File: src/rtl/dtree_pkg.sv
// Shared types and helpers for the decision-tree vote accumulator.
// Pure declarations: no latency and no flow control of their own.
package dtree_pkg;

  localparam int CLASS_W = 4;
  localparam logic [CLASS_W-1:0] NO_CLASS = 4'hF;

  typedef enum logic [1:0] {
    ACCUM = 2'd0,
    SCAN  = 2'd1,
    OUT   = 2'd2
  } state_t;

  function automatic logic is_legal_class(input logic [CLASS_W-1:0] code,
                                          input int num_classes);
    return int'({28'd0, code}) < num_classes;
  endfunction

endpackage

File: src/rtl/dtree_argmax_scan.sv
// Sequential argmax over the class counters, one class per cycle, lowest index wins ties.
// done pulses NUM_CLASSES cycles after start; no backpressure, caller holds counts stable.
module dtree_argmax_scan
  import dtree_pkg::*;
#(
  parameter int NUM_CLASSES = 10,
  parameter int CNT_W       = 4
) (
  input  logic                              clk,
  input  logic                              rst,
  input  logic                              start,
  input  logic [NUM_CLASSES-1:0][CNT_W-1:0] counts,
  output logic                              done,
  output logic [CLASS_W-1:0]                best_idx,
  output logic [CNT_W-1:0]                  best_cnt
);

  localparam logic [CLASS_W-1:0] LAST_IDX = CLASS_W'(NUM_CLASSES - 1);

  logic                busy;
  logic [CLASS_W-1:0]  idx;
  logic [CNT_W-1:0]    cur_cnt;

  always_comb begin
    cur_cnt = '0;
    for (int i = 0; i < NUM_CLASSES; i++) begin
      if (idx == CLASS_W'(i)) cur_cnt = counts[i];
    end
  end

  always_ff @(posedge clk) begin
    if (rst) begin
      busy     <= 1'b0;
      idx      <= '0;
      done     <= 1'b0;
      best_idx <= NO_CLASS;
      best_cnt <= '0;
    end else begin
      done <= 1'b0;
      if (start) begin
        busy     <= 1'b1;
        idx      <= '0;
        best_idx <= NO_CLASS;
        best_cnt <= '0;
      end else if (busy) begin
        // strict compare keeps the earlier (lower) index on a tie
        if (cur_cnt > best_cnt) begin
          best_cnt <= cur_cnt;
          best_idx <= idx;
        end
        if (idx == LAST_IDX) begin
          busy <= 1'b0;
          done <= 1'b1;
        end else begin
          idx <= idx + CLASS_W'(1);
        end
      end
    end
  end

endmodule

File: src/rtl/dtree_vote_accum.sv
// Accumulates per-class votes over WINDOW samples and emits the majority class; result valid
// NUM_CLASSES+1 cycles after the last accept; in_ready low from window end until out handshake.
module dtree_vote_accum
  import dtree_pkg::*;
#(
  parameter int NUM_CLASSES = 10,
  parameter int WINDOW      = 8,
  parameter int CNT_W       = $clog2(WINDOW + 1)
) (
  input  logic               clk,
  input  logic               rst,
  input  logic [CLASS_W-1:0] in_class,
  input  logic               in_valid,
  output logic               in_ready,
  output logic [CLASS_W-1:0] out_class,
  output logic [CNT_W-1:0]   out_votes,
  output logic [CNT_W-1:0]   out_rejects,
  output logic               out_novote,
  output logic               out_valid,
  input  logic               out_ready
);

  state_t state, state_nxt;

  logic [NUM_CLASSES-1:0][CNT_W-1:0] class_cnt;
  logic [CNT_W-1:0]                  rej_cnt;
  logic [CNT_W-1:0]                  smp_cnt;

  logic               accept;
  logic               last_smp;
  logic               handshake;
  logic               legal;
  logic               novote;
  logic               scan_done;
  logic [CLASS_W-1:0] scan_idx;
  logic [CNT_W-1:0]   scan_cnt;

  assign in_ready  = (state == ACCUM);
  assign out_valid = (state == OUT);
  assign accept    = in_valid && in_ready;
  assign last_smp  = accept && (smp_cnt == CNT_W'(WINDOW - 1));
  assign handshake = out_valid && out_ready;
  assign legal     = is_legal_class(in_class, NUM_CLASSES);
  assign novote    = (rej_cnt == CNT_W'(WINDOW));

  always_comb begin
    state_nxt = state;
    unique case (state)
      ACCUM:   if (last_smp)  state_nxt = SCAN;
      SCAN:    if (scan_done) state_nxt = OUT;
      OUT:     if (out_ready) state_nxt = ACCUM;
      default: state_nxt = ACCUM;
    endcase
  end

  always_ff @(posedge clk) begin
    if (rst) state <= ACCUM;
    else     state <= state_nxt;
  end

  // counters stay frozen through SCAN/OUT so the scan reads a stable snapshot
  always_ff @(posedge clk) begin
    if (rst || handshake) begin
      class_cnt <= '0;
      rej_cnt   <= '0;
      smp_cnt   <= '0;
    end else if (accept) begin
      smp_cnt <= last_smp ? '0 : smp_cnt + CNT_W'(1);
      if (!legal) rej_cnt <= rej_cnt + CNT_W'(1);
      for (int i = 0; i < NUM_CLASSES; i++) begin
        if (legal && (in_class == CLASS_W'(i)))
          class_cnt[i] <= class_cnt[i] + CNT_W'(1);
      end
    end
  end

  dtree_argmax_scan #(
    .NUM_CLASSES (NUM_CLASSES),
    .CNT_W       (CNT_W)
  ) u_scan (
    .clk      (clk),
    .rst      (rst),
    .start    (last_smp),
    .counts   (class_cnt),
    .done     (scan_done),
    .best_idx (scan_idx),
    .best_cnt (scan_cnt)
  );

  always_ff @(posedge clk) begin
    if (rst) begin
      out_class   <= NO_CLASS;
      out_votes   <= '0;
      out_rejects <= '0;
      out_novote  <= 1'b0;
    end else if ((state == SCAN) && scan_done) begin
      out_class   <= novote ? NO_CLASS : scan_idx;
      out_votes   <= novote ? '0 : scan_cnt;
      out_rejects <= rej_cnt;
      out_novote  <= novote;
    end
  end

endmodule

File: config.mk
export PLATFORM = sky130hd
export DESIGN_NAME = dtree_vote_accum
export DESIGN_NICKNAME = d
export VERILOG_FILES = /design/src/rtl/dtree_pkg.sv /design/src/rtl/dtree_argmax_scan.sv /design/src/rtl/dtree_vote_accum.sv
export SDC_FILE = /design/constraint.sdc
export NUM_CORES = 1
export LEC_CHECK = 0
export CAP_MARGIN = 20
export CORE_ASPECT_RATIO = 1.4
export CORE_MARGIN = 4
export CORE_UTILIZATION = 39
export CTS_CLUSTER_SIZE = 40
export DETAILED_ROUTE_END_ITERATION = 7
export PLACE_DENSITY_LB_ADDON = 0.1
export SYNTH_ARGS = -nofsm -noshare
export SYNTH_HDL_FRONTEND = slang
export SYNTH_SLANG_ARGS = --single-unit
File: constraint.sdc
create_clock -name clk -period 5.2 [get_ports clk]
set_input_delay 1.56 -clock clk [delete_from_list [all_inputs] [get_ports clk]]
set_output_delay 1.56 -clock clk [all_outputs]
set_load 0.01 [all_outputs]
==> impl_metrics.yaml <==
floorplanning:
  die_h_um: 125
  die_w_um: 91.6
  core_area_um2: 9510
  start_util: 0.401
  die-area_um2: 11400
  rows: 42
  ios: 23
timing:
  fmax_mhz: 272
  clock_skew_ns: 0.00459
  fin_hold_ws_ns: 0.452
  final_hold_viol_count: 0
  rsz0062_at_grt: "false"
  period_share: 0.706
  fin_tns_setup_ns: 0
  slew-limit-headroom: 0.369
  max_slew.worst_pin.slew_ns: 0.947
  setup_viol: 0
  slew_viol_final: 0
  period_minus_slack_ns: 3.67
grt:
  grt.overflow.total: 0
  grt_pass1_wl_um: 14000
  grt_max_degree: 49
  grt_pass1_vias: 2826
  antenna_found_initial: 0
  track_usage: 0.154
layout:
  multiInputGateArea_um2: 2110
  diodes: 0
  nFillCells: 955
  syn2layout_area_growth_pct: 16.0
  num-nets-final: 475
  drive_above_1_share: 0.0687
  regArea_um2: 1540
  fin_util: 0.465
drt:
  drc_errors: 0
  drt_iter0_markers: 98
  drt_first_pass_iters: 4
  viasPerCell: 4.93
  wl_per_cell_um: 14.2
  vias: 2875
  antenna_left: 0
  totalWireLength_um: 8280
placed_design:
  gp_congestion: 0.818
  dpl.hpwl_um: 6150
  port_buffers: 22
synth:
  synth.distinct_cells: 43
  synth_fp_nets: 459
  syn_area_per_cell_um2: 8.87
  yosys-top-cells-count: "dfxtp_1, nor2_1, nand2_1, a21oi_1"
  yosys_register_bits: 77
  synth_area_leader_cell: "dfxtp_1"
  synth-seq-area-share: 0.404
  synth_flop_cell: "dfxtp_1"
  async_flop_share: 0
  synth_edf_count: 0
  synth_top_area_frac: 0.404
  ys_warn_count: 0
  synthCells: 430
  netlist_area_um2: 3810
  synth_area_leaders: "dfxtp_1, ha_1, nor2_1, xor2_1, nand2_1"
  yosysMostFrequentCell: "dfxtp_1"
setup_path:
  path_max_fanout: 25
  cp-end-kind: "flop"
  timing.rr.end: "u_scan.best_idx[1]"
  path_class: "reg2reg"
  critPathLaunchType: "flop"
  r2r_slack_ns: 1.53
  rr_startpoint: "u_scan.idx[1]"
  crit_end: "u_scan.best_idx[1]"
  worst_ep_required_time_ns: 5.41
  reg2regPathDepth: 13
  critPathMaxStageDelay_ns: 0.74
  crit_path_top_delay_cell: "a21oi_1"
  crit_start: "u_scan.idx[1]"
  crit_top_cell: "inv_1"
  crit_chain: "inv_1 > ha_1 > inv_1 > and3_1 > a21oi_1 > o22a_1 > inv_1 > ha_1 > nor2b_1 > o211ai_1 > a21oi_1 > mux2i_1 > nand2_1"
  arrival_ns: 3.88
power:
  power_frac_comb: 0.037
  internal_power_mw: 0.995
  irDropWorstVdd_uv: 244
  power_frac_seq: 0.470
  leakage_nw: 1.65
  p_sw_frac: 0.218
  p_sw_mw: 0.278
  p_per_area_nw_per_um2: 288
  clkPwrFrac: 0.493
clocking:
  cts_max_level: 3
  clock_latency_ns: 0.34
  clk_pin_slew_ns: 0.06
  numCtsBuffers: 9
  cts_resized: 0
  clock_sinks: 77
  cts_tree: "built"
  cts_post_setup_buffers_inserted: 0
  cts-root-buf: "clkbuf_16"
  cts_hold_buf: 0
  clock_path_buffers: 2
job:
  drv_cap: 0
worst_hold_path:
  min-delay-path-class: "reg2reg"
run_status:
  outcome: "complete, no violations"
[logic make-up after synthesis]
kind of cell               Yosys count  share of synthesized area
muxes                               13                     0.0341
adders and majority gates           21                     0.0689
buffers and inverters               39                     0.0423
AOI/OAI and AO/OA                   74                      0.124
and+or+nand+nor                    168                      0.239
DFF                                 77                      0.404
xor gates and xnor gates            38                     0.0873
[critical path: cells and delay by family, from the launching register on]
kind,cells,cell delay [ns]
adder cells (fa/ha/maj),2,0.98
multiplexers,1,0.27
AO/OA/AOI/OAI,4,1.14
buffers and inverters,3,0.37
flip-flops,1,0.36
AND/OR/NAND/NOR,3,0.41
[power groups by stage]
stage	Combinational, mW	Sequential, mW	Clock [mW]
global placement	0.0474	0.612	0
finish	0.0471	0.599	0.627
CTS	0.0482	0.599	0.646
floorplan	0.0321	0.610	0
detailed placement	0.0480	0.612	0
global route	0.0524	0.599	0.665
[cell type report]
type / instances / share of cell area
clock buffers: 10 / 0.0540
clock inverters: 6 / 0.0141
inverters: 21 / 0.0178
multi-input cells: 314 / 0.477
flip-flops and latches: 77 / 0.348
well taps: 132 / 0.0373
repair buffers: 23 / 0.0515
[worst min-delay path by stage]
stage	end	depth (start not counted)	start	slack, ns
finish	out_rejects[2]	2	out_rejects[2]	0.45
global route	out_rejects[2]	2	out_rejects[2]	0.48
CTS	out_rejects[2]	2	out_rejects[2]	0.46
detailed placement	out_rejects[2]	2	out_rejects[2]	0.45
global placement	out_rejects[2]	2	out_rejects[2]	0.44
floorplan	u_scan.best_idx[0]	2	u_scan.best_idx[0]	0.44
[metrics by stage]
stage,area (um2),instances,setup slack (ns),power [mW]
floorplan,3810,430,2.24,0.642
global placement,4120,567,1.59,0.659
detailed placement,4120,567,1.54,0.660
CTS,4420,583,1.55,1.29
global route,4420,583,1.14,1.32
finish,4420,583,1.53,1.27
[sequential cells by signal (all words and copies together), names as in the netlist]
| signal | count |
|---|---|
| u_scan.idx | 4 |
| out_novote | 1 |
| u_scan.best_cnt | 4 |
| u_scan.done | 1 |
| out_rejects | 4 |
| out_class | 4 |
| smp_cnt | 4 |
| u_scan.best_idx | 4 |
| u_scan.busy | 1 |
| rej_cnt | 4 |
| class_cnt | 40 |
| state | 2 |
| out_votes | 4 |
[cells in the final DEF, fill, tap and decap left out, types with 8 or more instances in the layout]
cell and n:
a21oi_1 29, o21ai_0 8, dfxtp_1 77, xnor2_1 17, nand2_1 46, xor2_1 21, inv_1 20, nand4_1 13
clkbuf_16 9, mux2i_1 13, ha_1 21, nor2_1 63, nand2b_1 11, clkdlybuf4s50_1 22
[routing by layer]
metal | GRT usage | vias to the layer above | wire length, um
met5 | 0 | - | 0
met4 | 0.0657 | 0 | 239
met3 | 0.0379 | 13 | 215
met2 | 0.281 | 35 | 4290
met1 | 0.167 | 1320 | 3530
li1 | - | 1507 | -
(Power assumes the default switching activity.)
